**config.mk**
```make
export PLATFORM = sky130hd
export DESIGN_NAME = sip_in_fifo
export DESIGN_NICKNAME = d
export VERILOG_FILES = /design/src/rtl/sip_in_fifo.sv
export SDC_FILE = /design/constraint.sdc
export NUM_CORES = 1
export LEC_CHECK = 0
export BUFFER_PORTS_ARGS = -buffer_cell sky130_fd_sc_hd__buf_2
export CORE_ASPECT_RATIO = 1.75
export CORE_MARGIN = 2
export CORE_UTILIZATION = 35
export CTS_CLUSTER_DIAMETER = 50
export CTS_CLUSTER_SIZE = 40
export DETAILED_ROUTE_END_ITERATION = 10
export PLACE_DENSITY = 0.59
export SLEW_MARGIN = 10
export SYNTH_ARGS = -nofsm -noshare
export SYNTH_HDL_FRONTEND = slang
export SYNTH_SLANG_ARGS = --single-unit
```
**constraint.sdc**
```tcl
create_clock -name i_clk -period 18.7 [get_ports i_clk]
set_input_delay 3.74 -clock i_clk [delete_from_list [all_inputs] [get_ports i_clk]]
set_output_delay 3.74 -clock i_clk [all_outputs]
set_load 0.05 [all_outputs]
```
**src/rtl/sip_in_fifo.sv**
```systemverilog
`default_nettype none
// +-----------------------------------------------------------------------------
// | Module      : sip_in_fifo
// | Description : 10-lane, 8-entry single-clock input FIFO with nibble packing
// |               and empty/full/almost flags.
// | Revision    : 1.0
// +-----------------------------------------------------------------------------
module sip_in_fifo #(
  parameter int ALMOST_EMPTY_VALUE = 1,
  parameter int ALMOST_FULL_VALUE  = 1,
  parameter     ARRAY_MODE         = "ARRAY_MODE_4_X_8",
  parameter     SYNCHRONOUS_MODE   = "FALSE"
) (
  input  logic       i_clk,
  input  logic       i_nrst,
  input  logic       i_wren,
  input  logic       i_rden,
  input  logic [3:0] i_d0,
  input  logic [3:0] i_d1,
  input  logic [3:0] i_d2,
  input  logic [3:0] i_d3,
  input  logic [3:0] i_d4,
  input  logic [7:0] i_d5,
  input  logic [7:0] i_d6,
  input  logic [3:0] i_d7,
  input  logic [3:0] i_d8,
  input  logic [3:0] i_d9,
  output logic [7:0] o_q0,
  output logic [7:0] o_q1,
  output logic [7:0] o_q2,
  output logic [7:0] o_q3,
  output logic [7:0] o_q4,
  output logic [7:0] o_q5,
  output logic [7:0] o_q6,
  output logic [7:0] o_q7,
  output logic [7:0] o_q8,
  output logic [7:0] o_q9,
  output logic       o_empty,
  output logic       o_full,
  output logic       o_almostempty,
  output logic       o_almostfull
);

  localparam int c_lanes = 10;
  localparam int c_depth = 8;
  localparam bit c_mode_4x8 = (ARRAY_MODE == "ARRAY_MODE_4_X_8");
  localparam bit c_mode_4x4 = (ARRAY_MODE == "ARRAY_MODE_4_X_4");

  generate
    if (ALMOST_EMPTY_VALUE < 1 || ALMOST_EMPTY_VALUE > 2) begin : g_bad_almost_empty
      $fatal(1, "sip_in_fifo: ALMOST_EMPTY_VALUE must be 1..2");
    end
    if (ALMOST_FULL_VALUE < 1 || ALMOST_FULL_VALUE > 2) begin : g_bad_almost_full
      $fatal(1, "sip_in_fifo: ALMOST_FULL_VALUE must be 1..2");
    end
    if (!c_mode_4x8 && !c_mode_4x4) begin : g_bad_array_mode
      $fatal(1, "sip_in_fifo: ARRAY_MODE must be ARRAY_MODE_4_X_8 or ARRAY_MODE_4_X_4");
    end
    if (SYNCHRONOUS_MODE != "FALSE") begin : g_bad_sync_mode
      $fatal(1, "sip_in_fifo: SYNCHRONOUS_MODE must be FALSE");
    end
  endgenerate

  logic [7:0] w_din   [c_lanes];
  logic [7:0] w_entry [c_lanes];
  logic [3:0] r_stage [c_lanes];
  logic [7:0] r_mem   [c_depth][c_lanes];
  logic [7:0] r_q     [c_lanes];

  logic [2:0] r_wr_ptr;
  logic [2:0] r_rd_ptr;
  logic [3:0] r_count;
  logic [3:0] w_count_nxt;
  logic       r_phase;
  logic       w_wr_acc;
  logic       w_rd_acc;
  logic       w_commit;

  // 4-bit lanes are zero-extended; lanes 5 and 6 carry a full byte.
  assign w_din[0] = {4'h0, i_d0};
  assign w_din[1] = {4'h0, i_d1};
  assign w_din[2] = {4'h0, i_d2};
  assign w_din[3] = {4'h0, i_d3};
  assign w_din[4] = {4'h0, i_d4};
  assign w_din[5] = i_d5;
  assign w_din[6] = i_d6;
  assign w_din[7] = {4'h0, i_d7};
  assign w_din[8] = {4'h0, i_d8};
  assign w_din[9] = {4'h0, i_d9};

  always_comb begin
    for (int l = 0; l < c_lanes; l++) begin
      w_entry[l] = c_mode_4x8 ? {w_din[l][3:0], r_stage[l]} : w_din[l];
    end
  end

  assign w_wr_acc = i_wren & ~o_full;
  assign w_rd_acc = i_rden & ~o_empty;
  assign w_commit = w_wr_acc & (~c_mode_4x8 | r_phase);

  always_comb begin
    w_count_nxt = r_count;
    case ({w_commit, w_rd_acc})
      2'b10:   w_count_nxt = r_count + 4'd1;
      2'b01:   w_count_nxt = r_count - 4'd1;
      default: w_count_nxt = r_count;
    endcase
  end

  always_ff @(posedge i_clk) begin
    if (!i_nrst) begin
      r_wr_ptr <= 3'd0;
      r_rd_ptr <= 3'd0;
      r_count  <= 4'd0;
      r_phase  <= 1'b0;
      for (int l = 0; l < c_lanes; l++) begin
        r_stage[l] <= 4'h0;
        r_q[l]     <= 8'h00;
      end
    end else begin
      r_count <= w_count_nxt;
      if (w_wr_acc) begin
        r_phase <= c_mode_4x8 ? ~r_phase : 1'b0;
        if (!r_phase) begin
          for (int l = 0; l < c_lanes; l++) begin
            r_stage[l] <= w_din[l][3:0];
          end
        end
      end
      if (w_commit) begin
        r_wr_ptr <= r_wr_ptr + 3'd1;
      end
      if (w_rd_acc) begin
        r_rd_ptr <= r_rd_ptr + 3'd1;
        for (int l = 0; l < c_lanes; l++) begin
          r_q[l] <= r_mem[r_rd_ptr][l];
        end
      end
    end
  end

  // Storage needs no reset: pointers and count define which entries are valid.
  always_ff @(posedge i_clk) begin
    if (w_commit) begin
      for (int l = 0; l < c_lanes; l++) begin
        r_mem[r_wr_ptr][l] <= w_entry[l];
      end
    end
  end

  assign o_q0 = r_q[0];
  assign o_q1 = r_q[1];
  assign o_q2 = r_q[2];
  assign o_q3 = r_q[3];
  assign o_q4 = r_q[4];
  assign o_q5 = r_q[5];
  assign o_q6 = r_q[6];
  assign o_q7 = r_q[7];
  assign o_q8 = r_q[8];
  assign o_q9 = r_q[9];

  assign o_empty       = (r_count == 4'd0);
  assign o_full        = (r_count == 4'd8);
  assign o_almostempty = (r_count <= 4'(ALMOST_EMPTY_VALUE));
  assign o_almostfull  = ((4'd8 - r_count) <= 4'(ALMOST_FULL_VALUE));

endmodule
`default_nettype wire

```
# [Word-level counts from Yosys, hierarchy flattened]
# Memories as Yosys holds them, arrays and structs flattened. A register that Yosys moved wholly into a read port is not among the register bits.
# Index checks and enable logic that the tools add are counted.
[classes] n_addsub=5 order_cmp=2 eq_ne=3 muxes=33 bitwise_logic=26 n_reduce_logical=2
[ops] cell="two-way mux 8 bit" n=10
[ops] cell="two-way mux 4 bit" n=10
[ops] cell="OR 1 bit" n=20
[ops] cell="two-way mux 1 bit" n=10
[ops] cell="less-or-equal comparator 4 x 1 -> 1 bit, second input constant" n=2
[ops] cell="one-hot mux 4 bit (2 select lines)" n=1
[ops] cell="adder 3 x 1 -> 3 bit, second input constant" n=2
[ops] cell="two-way mux 3 bit" n=2
[ops] cell="adder 4 x 1 -> 4 bit, second input constant" n=1
[ops] cell="== test 4 bit, second input constant" n=1
[ops] cell="zero test 4 bit" n=1
[ops] cell="subtractor 4 x 1 -> 4 bit, second input constant" n=1
[ops] cell="subtractor 4 bit, first input constant" n=1
[ops] cell="AND 1 bit" n=3
[ops] cell="NOT 1 bit" n=3
[ops] cell="== test 2 x 1 -> 1 bit, second input constant" n=1
[ops] cell="== test 2 bit, second input constant" n=1
[ops] cell="nonzero test 2 bit" n=1
[totals] ff_bits=11 ramBits=760 inputBits=52 output_inout_bits=84 elab_cells=78 n_memories=3
[memory_table] name="r_mem" words=8 width=80 read_ports=1 rd_ports_with_merged_regs=1 write_ports=1 line_no="67" source="logic [7:0] r_mem [c_depth][c_lanes];"
[memory_table] name="r_q" words=10 width=8 read_ports=10 rd_ports_with_merged_regs=0 write_ports=10 line_no="68" source="logic [7:0] r_q [c_lanes];"
[memory_table] name="r_stage" words=10 width=4 read_ports=10 rd_ports_with_merged_regs=0 write_ports=10 line_no="66" source="logic [3:0] r_stage [c_lanes];"

# [Depth between registers and ports, before layout]
[logic_depth] depth_word=7 depth_mapped=8 depth_no_buf=8

# [Worst setup path before layout]
# No wires, ideal clock.
[synth_timing] path_type="input to register" start="in i_rden" end="mem r_q[0][0], enable pin" setup_ns=0.629 arrival_time_ns=9.490 path_slack_ns=8.581 cell_stages=2 n_path_buf=0 path_cell_list="inv_1 o21ai_0"
[synth_rtl] element="start: declaration" line_no="17" source="input logic i_rden,"
[synth_rtl] element="end: declaration" line_no="68"

# [Worst setup path in the final report]
[layout_timing] start="reg r_count[1]" end="out o_empty"
[layout_between] elab_chain_cells=1
[layout_rtl] element="start: declaration" line_no="72" source="logic [3:0] r_count;"
[layout_rtl] element="start signal: assignment" line_no="121" source="r_count <= w_count_nxt;"
[layout_rtl] element="zero test 4 bit" line_no="162" source="assign o_empty = (r_count == 4'd0);"
[layout_rtl] element="end: declaration" line_no="38" source="output logic o_empty,"
# No other way between the ends.

==> reports/metrics.csv <==
stage;metric;value;unit
finish;fraction of final layout cells with drive strength greater than 1;0.153;
place;DPL Wire Length;33.5;mm
yosys;synthesis warning total;0;
timing;post-layout minimum cycle time;6.03;ns
timing;Final WS setup;12.67;ns
timing;# setup viols final;0;
floorplanning;Initial Util;0.353;
yosys;total of flip-flops plus latches after synthesis;774;
setup_path;highest fanout seen on the critical path;10;
yosys;number of library cell types mapped by synthesis;39;
timing;worst-case headroom to the max-slew limit;0.235;
finish;net total in the final layout;1723;
timing;Clock Skews;0.0514;ns
floorplanning;DIE WIDTH;223;um
routing;remaining routing DRC violations;0;
routing;Routed Wire Length;65.8;mm
setup_path;Worst Path Arrival;2.29;ns
yosys;Mapped Avg Cell Area;19.0;um^2
cts;Worst-path clk slew;0.09;ns
timing;Setup TNS Final;0;ns
floorplanning;Total Die Area;86300;um^2
place;pre-CTS WS;12.32;ns
power;Max VDD drop;0.000132;V
finish;area used by multi-input combinational logic;5800;um^2
grt;total global routing overflow;0;
timing;part of the cycle the worst path needs;0.323;
setup_path;crit path capture type;primary output;
cts;count of cells resized by post-cts repair;0;
floorplanning;Site Rows;140;
setup_path;start-to-end type of the worst setup path;flop to primary output;
cts;buffer cell driving the clock tree root;sky130_fd_sc_hd__clkbuf_16;
routing;DR pass1 iterations;5;
worst_hold_path;min-delay worst type;flop to flop;
cts;number of sinks on the clock net;774;
timing;actual slew at the worst max-slew pin;1.15;ns
grt;pin count of the biggest net entering global routing;137;
cts;number of buffers inserted by hold repair at cts;0;
cts;maximum level of the CTS H-tree;2;
setup_path;crit path launch type;flop;
floorplanning;IO Pins;136;
power;leakage power of the design;10.6;nW
place;routability-driven placement congestion ratio;0.677;
place;Port Buffers;127;
timing;number of hold-slack violations in the final timing report;0;
outcome;status;finished, final reports clean;
cts;CTS Buf Count;45;
grt;wire length of the first global-routing pass;96.8;mm
run;number of max-cap violations;0;
yosys;synthesized netlist cell count;1544;
finish;count of fill cells added during filler insertion;7365;
routing;post-DR vias/cell;5.16;
yosys;netlist area before placement;29400;um^2
power;Final Total Pwr;0.00411;W
cts;Post-CTS Setup Inserts;0;
finish;relative area change from synthesis to final layout;11.8;%
routing;DR WL/cell;23.8;um
yosys;proportion of synthesized flip-flops having asynchronous set or reset;0;
yosys;number of flops mapped to enable cells by yosys;760;
grt;initial antenna violation count;6;
yosys;main flop type after synthesis;sky130_fd_sc_hd__edfxtp_1;
timing;Achievable Freq;166;MHz
cts;worst-case clock buffer depth;3;
finish;Antenna diodes;0;
floorplanning;Die Height;387;um
yosys;Seq/Total Area, Yosys;0.787;
power;power per unit of standard cell area;125;nW/um^2
cts;insertion delay to the later sink of the worst-skew pair;0.63;ns
routing;number of design-rule violations left by the first detailed-router iteration;1165;
yosys;Post-Synthesis Net Count;1603;
grt;vias in the first global route;14935;
routing;Post-DRT Antenna Nets;0;
finish;Sequential Area;23100;um^2
floorplanning;core footprint;83200;um^2
timing;unrepaired setup endpoints after global routing;no;
routing;Via Count;14260;
grt;global-route usage over all layers;0.150;
cts;TritonCTS clock tree;done;
setup_path;CP required;14.96;ns
timing;Pins Over Slew Limit;0;
## sequential cells by signal (all words and copies together) (netlist names), named ones only
name / cells
r_wr_ptr: 3
r_rd_ptr: 3
r_stage: 40
r_q: 80
r_phase: 1
r_mem: 640
r_count: 4
## metal layers
metal	global-route usage	vias to the layer above	wire, um
met5	0	-	37
met4	0.0451	6	1590
met3	0.0218	92	2480
met2	0.272	293	34300
met1	0.185	7459	27400
li1	-	6410	-
## path summary, 6_finish.rpt
| path | startpoint | endpoint | slack, ns | cells past startpoint |
|---|---|---|---|---|
| min reg2reg | r_rd_ptr[2]$_SDFFE_PN0P_ | r_rd_ptr[2]$_SDFFE_PN0P_ | 0.51 | 2 |
| max reg2reg | flop | r_q[6][1]$_SDFFCE_PN0P_ | 14.65 | 5 |
| max | r_count[1]$_SDFFE_PN0P_ | o_empty | 12.67 | 4 |
| min | r_rd_ptr[2]$_SDFFE_PN0P_ | r_rd_ptr[2]$_SDFFE_PN0P_ | 0.51 | 2 |
## critical path: stages (launching register included)
cell	delay (ns)
sky130_fd_sc_hd__dfxtp_1	0.37
sky130_fd_sc_hd__inv_1	0.12
sky130_fd_sc_hd__ha_1	0.32
sky130_fd_sc_hd__nor3b_4	0.52
sky130_fd_sc_hd__buf_2	0.36
## synthesized netlist by cell type (6+ instances only)
library cell,n,area [um^2]
sky130_fd_sc_hd__buf_2,6,30.0
sky130_fd_sc_hd__a22oi_1,160,1200
sky130_fd_sc_hd__dfxtp_1,14,280
sky130_fd_sc_hd__edfxtp_1,760,22800
sky130_fd_sc_hd__inv_1,7,26.3
sky130_fd_sc_hd__buf_4,18,135
sky130_fd_sc_hd__buf_6,16,180
sky130_fd_sc_hd__nor2_1,12,45.0
sky130_fd_sc_hd__ha_1,7,87.6
sky130_fd_sc_hd__nand2_1,6,22.5
sky130_fd_sc_hd__mux2i_1,323,3230
sky130_fd_sc_hd__a21oi_1,9,45.0
sky130_fd_sc_hd__and3_1,80,500
sky130_fd_sc_hd__o21ai_0,8,40.0
sky130_fd_sc_hd__clkbuf_2,12,60.1
sky130_fd_sc_hd__and2_1,41,257
sky130_fd_sc_hd__clkbuf_1,32,120
## layout by cell type, fill, tap and decap left out, types with 3 or more instances in the layout
cell type | netlist | final
sky130_fd_sc_hd__edfxtp_1 | 760 | 760
sky130_fd_sc_hd__mux2i_1 | 323 | 323
sky130_fd_sc_hd__a22oi_1 | 160 | 160
sky130_fd_sc_hd__buf_2 | 6 | 127
sky130_fd_sc_hd__and3_1 | 80 | 80
sky130_fd_sc_hd__clkbuf_16 | 0 | 47
sky130_fd_sc_hd__and2_1 | 41 | 40
sky130_fd_sc_hd__buf_4 | 18 | 30
sky130_fd_sc_hd__dfxtp_1 | 14 | 13
sky130_fd_sc_hd__inv_6 | 0 | 10
sky130_fd_sc_hd__a21oi_1 | 9 | 9
sky130_fd_sc_hd__o21ai_0 | 8 | 7
sky130_fd_sc_hd__inv_1 | 7 | 7
sky130_fd_sc_hd__nor2_4 | 0 | 7
sky130_fd_sc_hd__ha_1 | 7 | 7
sky130_fd_sc_hd__inv_12 | 0 | 7
sky130_fd_sc_hd__nor2_1 | 12 | 5
sky130_fd_sc_hd__nand2_1 | 6 | 5
sky130_fd_sc_hd__clkinv_8 | 0 | 5
sky130_fd_sc_hd__nand2b_1 | 4 | 4
sky130_fd_sc_hd__nand4_1 | 3 | 3
sky130_fd_sc_hd__or3_1 | 3 | 3
sky130_fd_sc_hd__bufinv_16 | 0 | 3
sky130_fd_sc_hd__inv_16 | 0 | 3
## cell type report
| class | instances | area share |
|---|---|---|
| Clock buffer | 48 | 0.0359 |
| Inverter | 8 | 0.000914 |
| Tap cell | 1065 | 0.0406 |
| Multi-Input combinational cell | 677 | 0.177 |
| Clock inverter | 36 | 0.0154 |
| Sequential cell | 774 | 0.704 |
| Timing Repair Buffer | 158 | 0.0268 |
## stage by stage
| step | utilization | std cells | instance area [um^2] | hold slack, ns |
|---|---|---|---|---|
| finish | 0.395 | 2766 | 32800 | 0.508 |
| global route | 0.395 | 2766 | 32800 | 0.559 |
| CTS | 0.395 | 2766 | 32800 | 0.503 |
| detailed placement | 0.374 | 2682 | 31200 | 0.490 |
| global placement | 0.374 | 2682 | 31200 | 0.478 |
| floorplan | - | 1544 | 29400 | 0.453 |
## cells by family after synthesis
family / Yosys count / share of synthesized area
AO/OA/AOI/OAI: 180 / 0.0446
buffers and inverters: 93 / 0.0190
multiplexers: 323 / 0.110
XOR/XNOR: 2 / 0.000597
flip-flops: 774 / 0.787
adder cells (fa/ha/maj): 7 / 0.00298
AND/OR/NAND/NOR: 165 / 0.0359
## report_power, final
part	switching (W)	total [W]	internal (W)	leakage, nW
combinational	0.000542	0.000834	0.000292	2.60
sequential	0.0000871	0.00211	0.00202	7.20
clock	0.000625	0.00117	0.000546	0.812
No activity file was read; power rests on OpenSTA's default activity.
